===== src/rtl/alu_pkg.sv =====
// Shared widths, opcodes and the reference ALU operation for the ALU driver slice.
package alu_pkg;

  localparam int ALU_W = 16;
  localparam int SEL_W = 4;
  localparam int TAG_W = 4;

  typedef enum logic [SEL_W-1:0] {
    OP_ADD = 4'd0,
    OP_SUB = 4'd1,
    OP_AND = 4'd2,
    OP_OR  = 4'd3,
    OP_XOR = 4'd4,
    OP_SHL = 4'd5,
    OP_SHR = 4'd6,
    OP_NOT = 4'd7
  } alu_op_e;

  // One slot of the latency-matching delay line: valid plus host tag.
  typedef struct packed {
    logic             valid;
    logic [TAG_W-1:0] tag;
  } slot_t;

  function automatic logic [ALU_W-1:0] alu_compute(input logic [SEL_W-1:0] sel,
                                                   input logic [ALU_W-1:0] a,
                                                   input logic [ALU_W-1:0] b);
    logic [ALU_W-1:0] res;
    case (sel)
      OP_ADD:  res = a + b;
      OP_SUB:  res = a - b;
      OP_AND:  res = a & b;
      OP_OR:   res = a | b;
      OP_XOR:  res = a ^ b;
      OP_SHL:  res = a << b[3:0];
      OP_SHR:  res = a >> b[3:0];
      OP_NOT:  res = ~a;
      default: res = '0;
    endcase
    return res;
  endfunction

endpackage


===== src/rtl/alu_rsp_fifo.sv =====
// Response buffer: synchronous FIFO with power-of-two depth, head visible on rdata.
module alu_rsp_fifo
  import alu_pkg::*;
#(
  parameter int DEPTH = 4,
  parameter int WIDTH = ALU_W + TAG_W
) (
  input  logic                     clk,
  input  logic                     rst,
  input  logic                     push,
  input  logic                     pop,
  input  logic [WIDTH-1:0]         wdata,
  output logic [WIDTH-1:0]         rdata,
  output logic                     full,
  output logic                     empty,
  output logic [$clog2(DEPTH):0]   count
);

  localparam int AW = $clog2(DEPTH);

  logic [AW-1:0]    wr_ptr_q, wr_ptr_d;
  logic [AW-1:0]    rd_ptr_q, rd_ptr_d;
  logic [AW:0]      count_q, count_d;
  logic [WIDTH-1:0] mem_q [DEPTH];
  logic             do_pop;

  always_comb begin
    do_pop   = pop && (count_q != '0);
    wr_ptr_d = push   ? wr_ptr_q + AW'(1) : wr_ptr_q;
    rd_ptr_d = do_pop ? rd_ptr_q + AW'(1) : rd_ptr_q;
    count_d  = count_q;
    case ({push, do_pop})
      2'b10:   count_d = count_q + (AW+1)'(1);
      2'b01:   count_d = count_q - (AW+1)'(1);
      default: count_d = count_q;
    endcase
  end

  always_ff @(posedge clk or negedge rst) begin
    if (!rst) begin
      wr_ptr_q <= '0;
      rd_ptr_q <= '0;
      count_q  <= '0;
    end else begin
      wr_ptr_q <= wr_ptr_d;
      rd_ptr_q <= rd_ptr_d;
      count_q  <= count_d;
    end
  end

  // Storage needs no reset: nothing is read unless count says it was written.
  always_ff @(posedge clk) begin
    if (push) mem_q[wr_ptr_q] <= wdata;
  end

  assign rdata = mem_q[rd_ptr_q];
  assign count = count_q;
  assign empty = (count_q == '0);
  assign full  = (count_q == (AW+1)'(DEPTH));

endmodule


===== src/rtl/alu_driver.sv =====
// Issues host commands to a registered ALU, matches its latency with a tag delay
// line and buffers results in order for a valid/ready response port.
module alu_driver
  import alu_pkg::*;
#(
  parameter int ALU_LAT    = 1,
  parameter int FIFO_DEPTH = 4
) (
  input  logic             clk,
  input  logic             rst,
  input  logic             cmd_valid,
  output logic             cmd_ready,
  input  logic [ALU_W-1:0] cmd_a,
  input  logic [ALU_W-1:0] cmd_b,
  input  logic [SEL_W-1:0] cmd_sel,
  input  logic [TAG_W-1:0] cmd_tag,
  output logic [ALU_W-1:0] alu_a,
  output logic [ALU_W-1:0] alu_b,
  output logic [SEL_W-1:0] alu_sel,
  input  logic [ALU_W-1:0] alu_out,
  output logic             rsp_valid,
  input  logic             rsp_ready,
  output logic [ALU_W-1:0] rsp_data,
  output logic [TAG_W-1:0] rsp_tag,
  output logic             busy
);

  localparam int STAGES = ALU_LAT + 1;
  localparam int CW     = $clog2(FIFO_DEPTH) + 1;
  localparam int OCC_W  = $clog2(FIFO_DEPTH + STAGES + 1) + 1;

  slot_t            pipe_q [STAGES];
  slot_t            pipe_d [STAGES];
  logic [ALU_W-1:0] alu_a_q, alu_a_d;
  logic [ALU_W-1:0] alu_b_q, alu_b_d;
  logic [SEL_W-1:0] alu_sel_q, alu_sel_d;

  logic                   accept, push, pop;
  logic                   fifo_full, fifo_empty;
  logic [CW-1:0]          fifo_count;
  logic [ALU_W+TAG_W-1:0] fifo_rdata;
  logic [OCC_W-1:0]       inflight, occupancy;

  // Credit check uses only registered occupancy, so a pop frees a slot one cycle later.
  always_comb begin
    inflight = '0;
    for (int i = 0; i < STAGES; i++) inflight = inflight + OCC_W'(pipe_q[i].valid);
    occupancy = inflight + OCC_W'(fifo_count);
    cmd_ready = rst && (occupancy < OCC_W'(FIFO_DEPTH));
    busy      = (inflight != '0) || (fifo_count != '0);
  end

  always_comb begin
    accept    = cmd_valid && cmd_ready;
    alu_a_d   = accept ? cmd_a   : alu_a_q;
    alu_b_d   = accept ? cmd_b   : alu_b_q;
    alu_sel_d = accept ? cmd_sel : alu_sel_q;
    pipe_d    = pipe_q;
    pipe_d[0] = '{valid: accept, tag: cmd_tag};
    for (int i = 1; i < STAGES; i++) pipe_d[i] = pipe_q[i-1];
  end

  always_ff @(posedge clk or negedge rst) begin
    if (!rst) begin
      alu_a_q   <= '0;
      alu_b_q   <= '0;
      alu_sel_q <= '0;
      pipe_q    <= '{default: '0};
    end else begin
      alu_a_q   <= alu_a_d;
      alu_b_q   <= alu_b_d;
      alu_sel_q <= alu_sel_d;
      pipe_q    <= pipe_d;
    end
  end

  // The last delay stage lines up with alu_out being valid for that command.
  assign push      = pipe_q[ALU_LAT].valid;
  assign pop       = rsp_valid && rsp_ready;
  assign rsp_valid = !fifo_empty;

  alu_rsp_fifo #(
    .DEPTH (FIFO_DEPTH),
    .WIDTH (ALU_W + TAG_W)
  ) u_rsp_fifo (
    .clk   (clk),
    .rst   (rst),
    .push  (push),
    .pop   (pop),
    .wdata ({alu_out, pipe_q[ALU_LAT].tag}),
    .rdata (fifo_rdata),
    .full  (fifo_full),
    .empty (fifo_empty),
    .count (fifo_count)
  );

  assign {rsp_data, rsp_tag} = fifo_rdata;
  assign alu_a   = alu_a_q;
  assign alu_b   = alu_b_q;
  assign alu_sel = alu_sel_q;

  assert property (@(posedge clk) disable iff (!rst) !(push && fifo_full));

endmodule


===== config.mk =====
export PLATFORM = sky130hd
export DESIGN_NAME = alu_driver
export DESIGN_NICKNAME = d
export VERILOG_FILES = /design/src/rtl/alu_pkg.sv /design/src/rtl/alu_rsp_fifo.sv /design/src/rtl/alu_driver.sv
export SDC_FILE = /design/constraint.sdc
export NUM_CORES = 1
export LEC_CHECK = 0
export CORE_MARGIN = 3
export CORE_UTILIZATION = 32
export DETAILED_ROUTE_END_ITERATION = 7
export HOLD_SLACK_MARGIN = 0.03
export PLACE_DENSITY = 0.57
export SETUP_SLACK_MARGIN = 0.15
export SYNTH_ARGS = -nofsm -noshare
export SYNTH_HDL_FRONTEND = slang
export SYNTH_SLANG_ARGS = --single-unit

===== constraint.sdc =====
create_clock -name clk -period 1.9 [get_ports clk]
set_clock_uncertainty 0.1 [all_clocks]
set_input_delay 0.57 -clock clk [delete_from_list [all_inputs] [get_ports clk]]
set_output_delay 0.57 -clock clk [all_outputs]
set_load 0.03 [all_outputs]

== Yosys cells after proc, flatten, opt, wreduce, memory -nomap -nowiden ==
Memory sizes are Yosys's and may differ from the RTL's.
Cells that the tools add are included.
Operators by class
  add/subtract/negate cells: 6
  order comparisons: 1
  equal/unequal tests: 2
  muxes and demuxes: 3
  reductions and logical operators: 10
Operators by type and width (number)
  3-bit case mux with 2 select lines: 1
  2-bit by 1-bit adder with 2-bit output, second input constant: 2
  2-bit by 3-bit adder with 4-bit output: 1
  1-bit logical AND: 4
  4-bit by 3-bit < comparator with 1-bit output, second input constant: 1
  4-bit nonzero test: 1
  3-bit by 1-bit adder with 3-bit output, second input constant: 1
  3-bit logical NOT: 1
  3-bit nonzero test: 1
  3-bit by 1-bit subtractor with 3-bit output, second input constant: 1
  1-bit by 1-bit adder with 2-bit output: 1
  2-bit by 1-bit == test with 1-bit output, second input constant: 1
  2-bit == test, second input constant: 1
  1-bit 2-to-1 mux: 2
  2-bit nonzero test: 1
  1-bit logical NOT: 1
  1-bit logical OR: 1
Storage, ports and cells
  register bits after elaboration: 53
  bits in writable memories: 80
  output and inout bits: 59
  word-level logic and storage cells: 33
  memories kept: 1
Memories
  u_rsp_fifo.mem_q: words 4, bits a word 20, read ports 1, clocked after memory_dff 0, write ports 1, RTL line alu_rsp_fifo.sv:24  | logic [WIDTH-1:0] mem_q [DEPTH];

== Logic depth before layout (Yosys ltp) ==
  word-level depth: 6
  depth in mapped cells: 7
  depth with buffers taken out: 7

== By module ==
From an unflattened synthesis, not the netlist that was laid out.
Second synthesis, totals
  cells, all modules: 239
  area, all modules: 5108.6 um^2
By module, submodules not included
  alu_rsp_fifo: times used 1, cells an instance 141, area each 3296.9 um^2, seq. area each 2577.5 um^2
  alu_driver: times used 1, cells an instance 98, area each 1811.7 um^2, seq. area each 1151.1 um^2

== Worst setup path before layout ==
Ideal clock, no wire load.
  path kind: register -> output
  start: reg pipe_q (netlist bit push)
  end: out cmd_ready
  arrival: 1.352 ns
  slack: -0.122 ns
  cell stages (with the launch flop): 5
  cells stage by stage: dfrtp_1 ha_1 ha_1 nand3_1 and3_1
On the way
  word-level cells in the longest chain between the ends: 4
Ends and longest elaborated chain
  start, declared: RTL line alu_driver.sv:32  | slot_t pipe_q [STAGES];
  start signal, assigned: RTL line alu_driver.sv:73  | pipe_q <= pipe_d;
  1-bit by 1-bit adder with 2-bit output: RTL line alu_driver.sv:47  | for (int i = 0; i < STAGES; i++) inflight = inflight + OCC_W'(pipe_q[i].valid);
  2-bit by 3-bit adder with 4-bit output: RTL line alu_driver.sv:48  | occupancy = inflight + OCC_W'(fifo_count);
  4-bit by 3-bit < comparator with 1-bit output: RTL line alu_driver.sv:49  | cmd_ready = rst && (occupancy < OCC_W'(FIFO_DEPTH));
  1-bit logical AND: RTL line alu_driver.sv:49
  end, declared: RTL line alu_driver.sv:12  | output logic cmd_ready,
No other way between the ends.

== Worst setup path in the final report ==
  start: reg u_rsp_fifo.rd_ptr_q[0]
  end: out rsp_tag[3]
On the way
  word-level cells in the longest chain between the ends: 1
Ends and longest elaborated chain
  start, declared: RTL line alu_rsp_fifo.sv:22  | logic [AW-1:0] rd_ptr_q, rd_ptr_d;
  start signal, assigned: RTL line alu_rsp_fifo.sv:46  | rd_ptr_q <= rd_ptr_d;
  memory read 4 x 20 bit
  end, declared: RTL line alu_driver.sv:24  | output logic [TAG_W-1:0] rsp_tag,
No other way between the ends.

==> impl_metrics.py <==
metrics = {
    "logic_synthesis": {
        "yosysTopAreaCellShare": 0.474,
        "netlist_area_um2": 5070,
        "synth-seq-cells": 133,
        "netlist_instances": 236,
        "synth_area_per_cell_um2": 21.5,
        "yosys.area.top_type": "edfxtp_1",
        "synth_seq_area_share": 0.735,
        "synth_cell_types": 25,
        "ys_top_cells_by_area": "edfxtp_1, dfrtp_1, mux4_2, mux2_4, ha_1",
        "ys_warn_count": 0,
        "synth_fp_nets": 305,
    },
    "timing": {
        "setup_violations": 47,
        "worstMarginPinSlew_ns": 0.693,
        "slew_headroom": 0.538,
        "rsz0062_at_grt": "true",
        "hold_viol": 0,
        "layout_setup_ws_ns": -0.526,
        "finalSetupTns_ns": -10.79,
        "drv_slew": 0,
        "period_share": 1.28,
        "min_period_ns": 2.43,
        "max_clock_freq_ghz": 0.412,
    },
    "drt": {
        "avgViaCountPerCell": 4.28,
        "ant_nets": 0,
        "wl_met2_um": 4800,
        "detailroute.wirelength.met3_um": 975,
        "top_layer_used": "met4",
        "drc_errors": 0,
        "first_iter_violations": 144,
        "dr.pass1.iters": 5,
        "wirelength_um": 10000,
        "vias": 2657,
        "wl_met1_um": 4110,
        "wl_per_cell_um": 16.1,
    },
    "floorplan": {
        "die_area_um2": 17400,
        "rows": 45,
        "core_um2": 15400,
        "die_w_um": 132,
        "start_util": 0.330,
        "dieHeight_um": 132,
        "io_pins": 119,
    },
    "worst_hold_path": {
        "min-delay-start": "pipe_d[2]",
        "hp-class": "reg2reg",
    },
    "placement": {
        "gp_congestion": 0.687,
        "port_buffers": 118,
        "dp_hpwl_um": 6480,
        "dp_worst_setup_slack_ns": -0.515,
    },
    "grt": {
        "grt.overflow.total": 0,
        "grt_use_total": 0.123,
        "grt_pass1_vias": 3049,
        "grt_pass1_wl_um": 16300,
        "antenna_found_initial": 0,
        "grt_max_degree": 54,
    },
    "worst_setup_path": {
        "crit_family": "multiplexers",
        "crit_path_max_incr_delay_ns": 0.55,
        "cp_cell_sequence": "buf_4 > mux4_2 > buf_4",
        "critPathArrivalTime_ns": 1.76,
        "r2r-start": "push",
        "cp.required_ns": 1.23,
        "critPathMostFrequentCell": "buf_4",
        "endpoint_kind": "output pin",
        "cp_num_buf_inv": 2,
        "cp-start-kind": "flop",
        "r2r_slack_ns": -0.06,
        "crit_start": "u_rsp_fifo.rd_ptr_q[0]",
        "slowest_stage": "mux4_2",
        "timing_worst_setup_path_type": "reg2out",
        "crit_fanout": 5,
    },
    "run": {
        "max_cap_viol_count": 0,
    },
    "clock_network": {
        "cts_buffers": 17,
        "clk_pin_slew_ns": 0.06,
        "cts_tree": "yes",
        "cts_buffer_depth": 2,
        "clk_latency_ns": 0.40,
        "cts.htree.levels": 4,
        "cts_root_buf": "clkbuf_16",
        "hold_buffers": 0,
        "cts_sinks": 133,
    },
    "power_and_ir_drop": {
        "max-vdd-ir-drop_v": 0.000888,
        "p_leak_uw": 0.00304,
        "power_per_cell_area_nw_per_um2": 1660,
    },
    "outcome": {
        "status": "finished, violations left",
        "violations": "setup timing",
    },
    "cells_and_area": {
        "drive_above_1_share": 0.468,
        "diodes": 0,
        "syn_to_final_growth_pct": 47.2,
        "final_nets": 467,
    },
}
[where the power goes]
| part | total (µW) | switching (µW) | internal [µW] |
|---|---|---|---|
| combinational | 4970 | 2570 | 2400 |
| clock | 3380 | 1180 | 2200 |
| sequential | 4070 | 372 | 3700 |
[cells in the mapped netlist (all sizes together)]
cell and n:
ha 8, nand3 1, inv 9, fa 1
clkbuf 1, and3 1, edfxtp 80, xor2 4
xnor2 2, mux2i 1, buf 6, dfrtp 53
nor2 2, nor3 1, mux2 36, o21ai 1
nand4 1, mux4 20, nand2 3, o31a 1
and2 4
[kinds of logic after synthesis]
kind of cell,after synthesis,share of synthesized area
flops,133,0.735
mux,57,0.192
buf+inv,16,0.0180
simple gates,13,0.0175
fa+ha+maj,9,0.0237
xor+xnor,6,0.0104
compound gates,2,0.00271
[cell usage in the layout, fill, tap and decap left out, types with 3 or more instances in the layout]
cell and n:
and2_1 4, buf_12 11, buf_16 4, buf_2 41, buf_4 15, buf_6 19, bufinv_16 4, clkbuf_1 3
clkbuf_16 18, clkdlybuf4s50_1 57, clkinv_4 3, dfrtp_1 50, dfrtp_2 3, edfxtp_1 80, ha_1 4, inv_1 7
mux2_4 36, mux4_2 20, xor2_1 4
[area by class of cell]
type / count / area [µm²]
Fill cell: 1276 / 7910
Inverter: 9 / 33.8
Tap cell: 211 / 264
Multi-Input combinational cell: 87 / 1340
Clock buffer: 20 / 437
Clock inverter: 11 / 176
Sequential cell: 133 / 3730
Timing Repair Buffer: 150 / 1480
[path summary, 6_finish.rpt]
path                                           to  depth (start not counted)
min in group asynchronous                alu_b[6]                          2
setup / recovery                       rsp_tag[3]                          3
hold / removal                          pipe_q[2]                          0
max in group asynchronous  u_rsp_fifo.rd_ptr_q[0]                          2
setup reg to reg                         alu_a[8]                          8
hold reg to reg                         pipe_q[2]                          0
[stage by stage]
stage	utilization	total power (µW)	hold slack [ns]	instance area (µm²)	cells
global placement	0.438	9030	0.232	6730	576
global route	0.486	13000	0.259	7460	621
finish	0.486	12400	0.247	7460	621
CTS	0.481	12500	0.248	7390	617
detailed placement	0.438	9080	0.236	6730	576
floorplan	-	7080	0.174	5130	236
[sequential cells by signal (all words and copies together), names as in the netlist]
signal	count
u_rsp_fifo.mem_q	80
alu_a	16
alu_b	16
pipe_d	5
alu_sel	4
pipe_q	4
u_rsp_fifo.count	3
u_rsp_fifo.rd_ptr_q	2
u_rsp_fifo.wr_ptr_q	2
push	1
[repair_timing]
item	4_1_cts	5_1_grt
gates cloned	4	1
pin swaps	7	2
endpoints found under the setup margin	89	62
buffers inserted	6	3
hold endpoints to repair	0	0
resized for setup	321	11
[per-layer routing]
layer	up-vias	global-route usage
met5	-	0
met4	0	0.0438
met3	11	0.0683
met2	113	0.192
met1	1311	0.142
li1	1222	-
Power figures use the tool's default switching activity.
==> edit 1: new RTL, config.mk and constraints unchanged <==
Reset style: synchronous (`rst`), changed in 2 clocked blocks.
--- a/src/rtl/alu_rsp_fifo.sv
+++ b/src/rtl/alu_rsp_fifo.sv
@@ -36,7 +36,7 @@
     endcase
   end
 
-  always_ff @(posedge clk or negedge rst) begin
+  always_ff @(posedge clk) begin
     if (!rst) begin
       wr_ptr_q <= '0;
       rd_ptr_q <= '0;
--- a/src/rtl/alu_driver.sv
+++ b/src/rtl/alu_driver.sv
@@ -60,7 +60,7 @@
     for (int i = 1; i < STAGES; i++) pipe_d[i] = pipe_q[i-1];
   end
 
-  always_ff @(posedge clk or negedge rst) begin
+  always_ff @(posedge clk) begin
     if (!rst) begin
       alu_a_q   <= '0;
       alu_b_q   <= '0;
Function: differs if rst is asserted again (counterexample within 4 cycles, from zero or initial values and one cycle with rst low); with rst held inactive, the same outputs for 10 cycles.
==> edit 1 against the original RTL <==
The flow still finishes with violations (negative setup slack); utilization increased by 0.66 points; die area increased by 0.66%; setup slack improved by 0.041 ns; routed wire length increased by 15%; register-to-register slack improved by 0.17 ns; hold slack improved by 0.084 ns; cell area increased by 1.7%; synthesized area increased by 0.69%; non-clock buffer count increased by 13; largest cell class unchanged; sequential cell count increased by 2.
Power is not compared: it rests on default switching activity, and its combinational part moved more than twofold at a synthesized area within 25%.
==> edit 1: results (changes against the original RTL) <==
The critical-path maximum fanout was 4 (-1). The worst-case headroom to the max-slew limit is 75.0% (+21 points), and the pin count of the biggest net entering global routing is 31 (-43%). The synthesized area per cell came out at 14.9 um^2 (-31%). Ranked by total cell area, the synthesized netlist is headed by sky130_fd_sc_hd__edfxtp_1 47%, sky130_fd_sc_hd__dfxtp_1 22%, sky130_fd_sc_hd__mux4_2 8.8%, sky130_fd_sc_hd__o21ai_2 5.0%, sky130_fd_sc_hd__nand3_1 3.6%. The number of different library cells in the post-synthesis netlist is 28 (+12%), and the sequential cell count of the final layout is 135 (+1.5%). The summed negative setup slack over all endpoints is -8.70 ns (+2.08 ns), and the share of flip-flops with an asynchronous set or reset after synthesis is 0% (-40 points).

The sequential area share after synthesis is 68.6% (-4.9 points), and the count of plain and timing-repair buffers is 163 (+8.7%). The proportion of layout cells with a drive suffix above 1 came out at 41.7% (-5.2 points). The tools report the wire length of the first global-routing pass as 18100 um (+11%). For the worst-case setup margin in the final layout, the log shows -0.485 ns (+0.0407 ns). The final cell count without fillers was 727 (+17%). The cell count after placement came out at 679 (+18%). Number of nets in the layout: 572 (+22%). In the synthesized netlist, the cells that appear most often are 80 x sky130_fd_sc_hd__edfxtp_1, 55 x sky130_fd_sc_hd__dfxtp_1, 40 x sky130_fd_sc_hd__nand2_1.

The run gives 3494 (+15%) as the number of global-route vias before repair. The average wire length per cell after detail routing works out to 15.9 um (-1.7%). Non-clock buffer share of cell area: 21.1% (+1.2 points). The multi-input combinational gate total was 178 (+100%); the total of cells resized after clock tree synthesis was 270 (-16%). The net count after synthesis is 412 (+35%). The flow ran to the end, but the final reports show violations. The run gives 1580 um^2 (+18%) as the area taken by multi-input logic gates. The checks that failed: negative setup slack. The run gives 7350 um (+13%) as the final HPWL from detailed placement.

First-pass iteration count of the detailed router: 4 (-1). The run gives 1385 (+8.5%) as the number of fill cells in the layout. The tools report the violation count after the first detailed-route iteration as 80 (-44%). The count of endpoints failing setup in the final report is 22 (-53%), and the number of vias in the routed layout is 3341 (+26%). Final-layout clock-cell area share: 7.94% (-0.27 points). Total global-route track usage: 13.4% (+1.1 points).
==> edit 1: worst paths after layout <==
path                                          start                   to  slack (ns)  cells after the start
worst max-delay path                       register           rsp_tag[0]       -0.48                      4
worst min-delay path                      pipe_d[3]            pipe_q[3]        0.33                      1
worst max register to register  u_rsp_fifo.count[2]  u_rsp_fifo.count[2]        0.11                      9
worst min register to register            pipe_d[3]            pipe_q[3]        0.33                      1
==> edit 1: cells by family (layout without fill, tap and decap cells) <==
kind of cell               after synthesis  in the layout  synth area share [%]
DFF                                    135            135                  68.6
and+or+nand+nor                        102            102                  9.85
adders and majority gates                9              9                  2.35
xor gates and xnor gates                 3              3                 0.515
AOI/OAI and AO/OA                       43             43                  6.50
muxes                                   21             21                  9.02
buffers and inverters                   30            203                  3.14
==> edit 1: critical path, delay by kind of cell, from the launching register on <==
family / cells / cell delay [ns]
buf+inv: 3 / 0.39
mux: 1 / 0.54
flops: 1 / 0.37
==> edit 1: metrics by stage <==
stage	power (mW)	cell area (um^2)	hold WS, ns	worst slack (ns)
final	8.96	7590	0.331	-0.485
after CTS	9.00	7590	0.336	-0.523
after global routing	9.35	7590	0.345	-0.549
after global placement	5.36	6770	0.314	-0.498
after floorplan	4.57	5190	0.312	-0.0716
after detailed placement	5.38	6770	0.318	-0.561
==> edit 1: layer usage <==
| metal | part of all wire [%] | track usage (%) | wire [um] | up-vias |
|---|---|---|---|---|
| met1 | 41 | 15.2 | 4710 | 1633 |
| met2 | 48 | 21.8 | 5600 | 112 |
| met4 | 1.4 | 5.20 | 162 | 0 |
| met5 | 0 | 0 | 0 | - |
| li1 | - | - | - | 1580 |
| met3 | 9.2 | 6.60 | 1070 | 16 |
==> edit 2: new RTL, same flow settings <==
Without the edit above. Change the package constant `TAG_W` from 4 to 3.
--- a/src/rtl/alu_pkg.sv
+++ b/src/rtl/alu_pkg.sv
@@ -3,7 +3,7 @@
 
   localparam int ALU_W = 16;
   localparam int SEL_W = 4;
-  localparam int TAG_W = 4;
+  localparam int TAG_W = 3;
 
   typedef enum logic [SEL_W-1:0] {
     OP_ADD = 4'd0,
Interface: changed (resized cmd_tag and rsp_tag); port bits go from 119 to 117. The function was not compared with the original's and may differ.
==> edit 2 against the original RTL <==
The run still ends with negative setup slack left; synthesized area shrank 3.3%; critical path depth unchanged; cell area fell by 3.8%; non-clock buffer count is 5 higher; routed wire length grew 0.24%; total power down 5.7%; count of clock-buffer cells in the layout increased by 1; setup slack better by 0.074 ns; sequential cell count shrank 6.
==> edit 2: results (changes against the original RTL) <==
The cell area after placement is 6420 um^2 (-4.6%). On the critical path, the stage with the largest delay is an instance of sky130_fd_sc_hd__mux4_2. The total detailed-routing wirelength was 10100 um (+0.24%); the final cell count without fillers was 591 (-4.8%). Flip-flop and latch area: 3560 um^2 (-4.6%).

First-pass iteration count of the detailed router: 4 (-1). Ranked by instance count, the synthesized netlist is headed by 76 x sky130_fd_sc_hd__edfxtp_1, 51 x sky130_fd_sc_hd__dfrtp_1, 29 x sky130_fd_sc_hd__mux2_4. Total number of H-tree levels: 4 (unchanged). The number of fill cells in the layout is 1282 (+0.47%). For the wire length of the first global-routing pass, the log shows 15600 um (-4.6%).

The tools report the number of different library cells in the post-synthesis netlist as 23 (-8.0%). Violation count after the first detailed-route iteration: 93 (-35%). The run gives 2638 (-0.72%) as the number of vias in the routed layout.

The register with the most flip-flops is u_rsp_fifo.mem_q. The logs give 463 (-0.86%) for the number of nets in the layout and 0 (unchanged) for the number of routed nets with antenna violations. After synthesis, the cell types taking the most area are sky130_fd_sc_hd__edfxtp_1 47%, sky130_fd_sc_hd__dfrtp_1 26%, sky130_fd_sc_hd__mux2_4 8.9%, sky130_fd_sc_hd__mux4_2 8.7%, sky130_fd_sc_hd__ha_1 2.0%. Count of flip-flops with a built-in enable after synthesis: 76 (-5.0%). The synthesized area per cell is 21.4 um^2 (-0.33%). The depth of the most critical reg-to-reg path is 7 (-1).

The worst hold path belongs to the class in -> async. The proportion of layout cells with a drive suffix above 1 is 47.9% (+1.1 points). The final reports fail on negative setup slack. The tools report the number of global-route vias before repair as 2946 (-3.4%). For this run, the leading register cell type out of synthesis is sky130_fd_sc_hd__edfxtp_1. The critical-path maximum fanout was 11 (+6). In this design, the stage delay of the slowest critical-path cell is 0.54 ns. The logs give 12.6% (+0.32 points) for the total global-route track usage and -0.452 ns (+0.0739 ns) for the worst-case setup margin in the final layout.

The count of input and output buffers came out at 116 (-1.7%). The tools report the capture instance of the worst register-to-register path as alu_a[7]. The setup slack of the most critical reg-to-reg path is -0.09 ns (-0.03 ns). For the pin count of the biggest net entering global routing, the log shows 33 (-39%). The arrival time reported for the critical path endpoint is 1.68 ns (-0.08 ns). The number of flip-flops in the largest register is 76 (-5.0%). The final RePlAce weighted congestion is 0.667 (-2.9%), and the slew at the pin closest to its max-slew limit is 0.412 ns (-0.281 ns). The flow ran to the end, but the final reports show violations. Peak supply drop: 0.801 mV (-9.8%). The count of endpoints failing setup in the final report was 59 (+26%).

For the final HPWL from detailed placement, the log shows 6250 um (-3.5%). After clock tree synthesis, the clock-pin slew on the worst setup and hold paths is 0.05 ns. For the static power due to leakage, the log shows 2.86 nW (-5.9%). The run gives 297 (-2.6%) as the net count after synthesis. The tools report the root buffer cell as sky130_fd_sc_hd__clkbuf_16. The sequential area share after synthesis was 72.6% (-0.97 points); the cell count after placement was 539 (-6.4%). Share of flip-flops with an asynchronous set or reset after synthesis: 40.2% (+0.31 points). Largest delay contributor family on the critical path: multiplexers.
-- edit 2: changes by cell type after synthesis, moves of 2 or more --
cell / delta
sky130_fd_sc_hd__buf_6: -3
sky130_fd_sc_hd__buf_4: -2
sky130_fd_sc_hd__buf_12: +4
sky130_fd_sc_hd__dfrtp_1: -2
sky130_fd_sc_hd__edfxtp_1: -4
-- edit 2: final cells by class --
type	count	area share (%)
Clock buffer	21	6.13
Clock inverter	10	1.01
Inverter	8	0.453
Multi-Input combinational cell	86	18.4
Sequential cell	127	49.6
Tap cell	184	3.21
Timing Repair Buffer	155	21.2
-- edit 2: stage by stage --
step	utilization (%)	total power, mW	worst slack [ns]	TNS [ns]	hold slack [ns]
6_report	48.7	11.7	-0.452	-11.02	0.0776
4_1_cts	48.2	11.8	-0.505	-11.37	0.0647
5_1_grt	48.7	12.3	-0.523	-14.68	0.0836
2_1_floorplan	-	6.86	-0.00237	-0.0482	0.174
3_5_place_dp	43.5	8.74	-0.520	-13.74	0.237
3_3_place_gp	43.5	8.70	-0.488	-13.25	0.231
-- edit 2: repair_timing --
item / 4_1_cts / 5_1_grt
pin swaps: 8 / 6
setup endpoints to repair: 96 / 60
resized for setup: 336 / 12
gates cloned: 4 / 0
setup buffers: 13 / 4
-- edit 2: power by group --
part	total, mW	switching, mW	leakage [nW]	internal [mW]
Sequential	3.92	0.366	1.29	3.56
Clock	2.83	1.07	0.250	1.76
Combinational	4.96	2.53	1.32	2.43
Total	11.7	3.97	2.86	7.74
-- edit 2: layer usage --
| layer | wire [um] | global-route usage [%] | part of all wire (%) |
|---|---|---|---|
| met5 | 0 | 0 | 0 |
| met4 | 94 | 4.22 | 0.94 |
| met2 | 4770 | 19.2 | 47 |
| met1 | 4170 | 14.9 | 41 |
| met3 | 1020 | 7.41 | 10 |
-- edit 2: how the worst max path moves through the flow --
stage | from | end | slack, ns | cells after the start
5_1_grt | u_rsp_fifo.rd_ptr_q[0] | rsp_tag[1] | -0.52 | 3
2_1_floorplan | push | alu_a[0] | -0.002 | 7
3_5_place_dp | u_rsp_fifo.rd_ptr_q[0] | rsp_tag[1] | -0.52 | 3
6_report | u_rsp_fifo.rd_ptr_q[0] | rsp_tag[1] | -0.45 | 3
4_1_cts | u_rsp_fifo.rd_ptr_q[0] | rsp_tag[1] | -0.51 | 3
3_3_place_gp | u_rsp_fifo.rd_ptr_q[0] | rsp_tag[1] | -0.49 | 3
-- edit 2: kinds of logic (layout without fill, tap and decap cells) --
family	after synthesis	in the layout	share of synthesized area (%)
simple gates	13	13	1.58
fa+ha+maj	9	9	2.45
compound gates	2	2	0.306
mux	56	56	19.4
xor+xnor	6	6	1.07
buf+inv	16	194	2.60
flops	127	127	72.6
